## src/rtl/mem_arb_pkg.sv

```systemverilog
// mem_arb_pkg: shared types and constants for the memory arbiter.
package mem_arb_pkg;
  localparam int ADDR_W = 16;
  localparam logic MEM_RD = 1'b1;
  localparam logic MEM_WR = 1'b0;
  typedef enum logic [1:0] {ARB_CPU, ARB_LOCK, ARB_FORCE} arb_state_t;
endpackage

```

## src/rtl/arb_starve_ctr.sv

```systemverilog
// arb_starve_ctr: saturating count of consecutive denied DMA request cycles.
module arb_starve_ctr #(
  parameter int LIMIT = 4
) (
  input  logic ph1,
  input  logic reset,
  input  logic req,
  input  logic gnt,
  output logic hit,
  output logic hit_next
);
  logic [3:0] cnt, cnt_d;
  assign cnt_d = (gnt || !req) ? 4'd0 : hit ? cnt : cnt + 4'd1;
  assign hit = cnt == 4'(LIMIT);
  assign hit_next = cnt_d == 4'(LIMIT);
  always_ff @(posedge ph1) cnt <= reset ? 4'd0 : cnt_d;
endmodule

```

## src/rtl/mem_arb.sv

```systemverilog
// mem_arb: CPU/DMA arbiter for the shared memory bus with lock and starvation bound.
module mem_arb
  import mem_arb_pkg::*;
#(
  parameter int STARVE_LIMIT = 4
) (
  input  logic              ph1,
  input  logic              reset,
  input  logic              cpu_req,
  input  logic              dma_req,
  input  logic              cpu_rw,
  input  logic              dma_rw,
  input  logic [ADDR_W-1:0] cpu_addr,
  input  logic [ADDR_W-1:0] dma_addr,
  input  logic [7:0]        cpu_wdata,
  input  logic [7:0]        dma_wdata,
  input  logic              cpu_lock,
  output logic              cpu_gnt,
  output logic              dma_gnt,
  output logic              cpu_rvalid,
  output logic              dma_rvalid,
  output logic [7:0]        rdata,
  output logic [ADDR_W-1:0] mem_address,
  output logic              mem_rw,
  output logic [7:0]        mem_wdata,
  output logic              mem_wdata_oe,
  input  logic [7:0]        mem_rdata
);
  arb_state_t state, state_d;
  logic lock_q, starve_hit, starve_hit_next;
  logic [1:0] rd_owner_q;
  arb_starve_ctr #(.LIMIT(STARVE_LIMIT)) u_starve (
    .ph1(ph1),
    .reset(reset),
    .req(dma_req),
    .gnt(dma_gnt),
    .hit(starve_hit),
    .hit_next(starve_hit_next)
  );
  assign lock_q = state == ARB_LOCK;
  // A held lock outranks a starved DMA; otherwise the starved DMA outranks the CPU.
  assign cpu_gnt = !reset && cpu_req && (lock_q || !(starve_hit && dma_req));
  assign dma_gnt = !reset && dma_req && !cpu_gnt;
  assign mem_address = cpu_gnt ? cpu_addr : dma_gnt ? dma_addr : '0;
  assign mem_rw = cpu_gnt ? cpu_rw : dma_gnt ? dma_rw : MEM_RD;
  assign mem_wdata = cpu_gnt ? cpu_wdata : dma_gnt ? dma_wdata : 8'h00;
  assign mem_wdata_oe = (cpu_gnt || dma_gnt) && mem_rw == MEM_WR;
  assign rdata = mem_rdata;
  assign cpu_rvalid = rd_owner_q[1] && !reset;
  assign dma_rvalid = rd_owner_q[0] && !reset;
  // Locks never chain: a locked grant inside ARB_LOCK still returns to normal priority.
  always_comb begin
    state_d = ARB_CPU;
    state_d = (cpu_gnt && cpu_lock && !lock_q) ? ARB_LOCK : starve_hit_next ? ARB_FORCE : ARB_CPU;
  end
  always_ff @(posedge ph1) begin
    state <= reset ? ARB_CPU : state_d;
    rd_owner_q <= reset ? 2'b00 : {cpu_gnt && cpu_rw == MEM_RD, dma_gnt && dma_rw == MEM_RD};
  end
endmodule

```

## config.mk

```make
export PLATFORM = sky130hd
export DESIGN_NAME = mem_arb
export DESIGN_NICKNAME = d
export VERILOG_FILES = /design/src/rtl/mem_arb_pkg.sv /design/src/rtl/arb_starve_ctr.sv /design/src/rtl/mem_arb.sv
export SDC_FILE = /design/constraint.sdc
export NUM_CORES = 1
export LEC_CHECK = 0
export ABC_CLOCK_PERIOD_IN_PS = 2800
export BUFFER_PORTS_ARGS = -buffer_cell sky130_fd_sc_hd__buf_4
export CAP_MARGIN = 15
export CORE_ASPECT_RATIO = 0.8
export CORE_MARGIN = 2
export CORE_UTILIZATION = 32
export DETAILED_ROUTE_END_ITERATION = 8
export PLACE_DENSITY = 0.95
export SETUP_SLACK_MARGIN = 0.3
export SLEW_MARGIN = 10
export SYNTH_ARGS = -nofsm -noshare
export SYNTH_HDL_FRONTEND = slang
export SYNTH_SLANG_ARGS = --single-unit
export TNS_END_PERCENT = 20
```

## constraint.sdc

```tcl
create_clock -name ph1 -period 2.8 [get_ports ph1]
set_clock_uncertainty 0.1 [all_clocks]
set_input_delay 0.56 -clock ph1 [delete_from_list [all_inputs] [get_ports ph1]]
set_output_delay 0.56 -clock ph1 [all_outputs]
set_load 0.05 [all_outputs]
```

==> qor.csv <==
stage,metric,value,unit
floorplan,num_io_pins,101,
global_routing,grt_use_met1,19.9,%
hold_path,holdCritPathClass,input pin to flop,
timing,setup_slack,0.325,ns
final_layout,syn_to_final_growth,119,%
routing,firstDrtPassIters,4,
floorplan,dieArea,0.00265,mm^2
logic_synthesis,syn_avg_cell_area,8.88,um^2
routing,via_per_inst,5.10,
routing,ant_nets,0,
timing,tns,0,ns
worst_setup_path,timing.rr.end,state[1],
worst_setup_path,max_stage_delay,0.34,ns
routing,drt_iter0_drc,39,
place,gp_congestion,0.767,
routing,drc,0,
routing,wl_per_cell,17.3,um
logic_synthesis,synth.net_count,146,
floorplan,die_width,57.0,um
timing,period_minus_slack,2.47,ns
logic_synthesis,ys_async_sr_fraction,0,%
timing,finalHoldWorstSlack,0.471,ns
worst_setup_path,r2r_start,u_starve.cnt[0],
timing,setup_viol,0,
logic_synthesis,yosysSeqAreaShare,22.3,%
worst_setup_path,cp.required,2.14,ns
cts,clockBufferDepth,2,
logic_synthesis,synth_top_flop_cell,dfxtp_1,
worst_setup_path,crit_family,compound AO/OA/AOI/OAI gates,
cts,cts_hold_buf,0,
place,numPortBuffers,84,
global_routing,grt_pass1_wl,3.39,mm
logic_synthesis,synth_area,719,um^2
cts,cts.sinks,8,
timing,drv_slew,0,
place,dp_hpwl,2.09,mm
power,p_per_area,306,mW/mm^2
timing,rsz0062_at_grt,no,
timing,period_share,88.4,%
hold_path,worstHoldStart,cpu_rw,
power,p_int,295,uW
power,p_sw_share,38.9,%
worst_setup_path,startpoint,u_starve.cnt[0],
power,pwr-share-seq,24.2,%
logic_synthesis,synth_edf_count,0,
worst_setup_path,cp_max_fo,7,
global_routing,use_met3,6.74,%
global_routing,grt.total_usage,17.3,%
global_routing,busiest_layer,met2,
place,dpl.cell_count,178,
hold_path,holdPathEnd,rd_owner_q[1],
global_routing,first_global_vias,787,
hold_path,min_delay_path_depth,2,
power,peakVddDrop,308,uV
routing,drt-total-wl,3.30,mm
run,maxCapViolCount,0,
cts,cts_root_buffer,clkbuf_4,
floorplan,start_util,33.6,%
floorplan,core_area,0.00214,mm^2
worst_setup_path,crit_path_top_delay_cell,dfxtp_2,
worst_setup_path,critPathKind,flop to primary output,
final_layout,n_antenna_cell,0,
final_layout,num-nets-final,233,
global_routing,antenna_found_initial,0,
logic_synthesis,synthCells,81,
cts,clk_pin_slew,0.06,ns
worst_setup_path,cp-start-kind,flop,
final_layout,fill_cells,154,
power,p_leak,0.000789,uW
power,p_clk_share,18.2,%
floorplan,rows,15,
floorplan,die-height,46.4,um
power,switchingPower,188,uW
cts,cts.htree.levels,1,
timing,fmax,404,MHz
logic_synthesis,ys_seq_elements,8,
worst_setup_path,endpoint_kind,primary output,
cts,cts_tree,done,
routing,via_count,974,
worst_setup_path,worstRegToRegCells,8,
logic_synthesis,synth_warnings,0,
final_layout,fin_cells,191,
timing,worst_slew_pin_slew,0.348,ns
cts,cts_buffers,3,
global_routing,grt_overflow,0,
final_layout,fin_util,73.7,%
logic_synthesis,synthDistinctLibCells,28,
worst_setup_path,reg2reg_slack,1.09,ns
outcome,outcome,finished clean,
global_routing,grt_max_degree,29,
worst_setup_path,arrival,1.81,ns
global_routing,grt_use_met2,31.3,%
final_layout,drive_gt1_share,68.1,%
power,comb_power_share,57.6,%
place,place_ws,0.337,ns
worst_setup_path,cp_cell_sequence,inv_2 > ha_4 > nand4b_1 > o21a_4 > clkbuf_16 > a22o_1 > buf_6,
cts,clk_latency,0.26,ns
timing,hold_violations,0,
timing,max_slew_margin,76.8,%
worst_setup_path,critPathBufInv,3,
==> cells in the mapped netlist (2+ instances only) <==
library cell	number	share of area (%)
a22o_1	24	29
buf_4	10	10
buf_6	2	3.1
dfxtp_1	8	22
ha_1	2	3.5
inv_1	4	2.1
nand2b_1	2	1.7
nor2_1	4	2.1
nor2b_1	5	4.3
xnor2_1	2	2.4
==> power groups by stage <==
| stage | clock [uW] | combinational, uW | sequential (uW) |
|---|---|---|---|
| 2_1_floorplan | 0 | 164 | 119 |
| 3_5_place_dp | 0 | 234 | 119 |
| 4_1_cts | 89.9 | 243 | 117 |
| 5_1_grt | 95.2 | 289 | 117 |
| 6_report | 87.6 | 278 | 117 |
| 3_3_place_gp | 0 | 231 | 119 |
==> placed cells by master, fill, tap and decap left out, types with 3 or more instances in the layout <==
cell type,n
buf_6,18
nor2b_1,5
clkbuf_4,3
dfxtp_1,6
a22o_1,22
buf_4,72
inv_2,3
nor2_1,4
==> kinds of logic (layout without fill, tap and decap cells) <==
group	after synthesis	after routing	synth area share (%)
xor gates and xnor gates	2	2	2.44
and+or+nand+nor	21	21	18.8
adders and majority gates	2	2	3.48
buffers and inverters	18	103	17.0
AOI/OAI and AO/OA	29	29	34.6
muxes	1	1	1.39
DFF	8	8	22.3
==> worst max-delay path by stage <==
stage	endpoint	slack, ns	cells after the start
after floorplan	mem_wdata_oe	0.33	7
after CTS	mem_address[10]	0.29	7
after global routing	mem_wdata[7]	0.28	7
after global placement	mem_address[14]	0.42	8
after detailed placement	mem_address[14]	0.34	8
final	mem_wdata[7]	0.33	7
==> metal layers <==
layer  vias up  routed length [um]
li1        468                   -
met1       468                1320
met2        38                1800
met3         0                 174
met4         0                   0
met5         -                   0
==> timing repair <==
action | CTS | global route
endpoints found under the setup margin | 26 | 26
buffers inserted | 3 | 4
cloned | 0 | 3
resized for setup | 11 | 27
pin swaps | 2 | 14
==> layout make-up <==
class | instances | area, um^2 | share of cell area, %
Clock buffer | 3 | 22.5 | 1.43
Inverter | 5 | 31.3 | 1.98
Multi-Input combinational cell | 55 | 487 | 30.8
Sequential cell | 8 | 163 | 10.3
Tap cell | 25 | 31.3 | 1.98
Timing Repair Buffer | 95 | 843 | 53.4
==> through the flow <==
stage	instance area (um^2)	total power [uW]
2_1_floorplan	726	283
3_3_place_gp	1290	350
3_5_place_dp	1290	353
4_1_cts	1380	450
5_1_grt	1580	501
6_report	1580	483
==> flip-flops by register name, indices dropped and copies added, names as in the netlist <==
signal	count
state	2
rd_owner_q	2
u_starve.cnt	4
(Power assumes the default switching activity.)
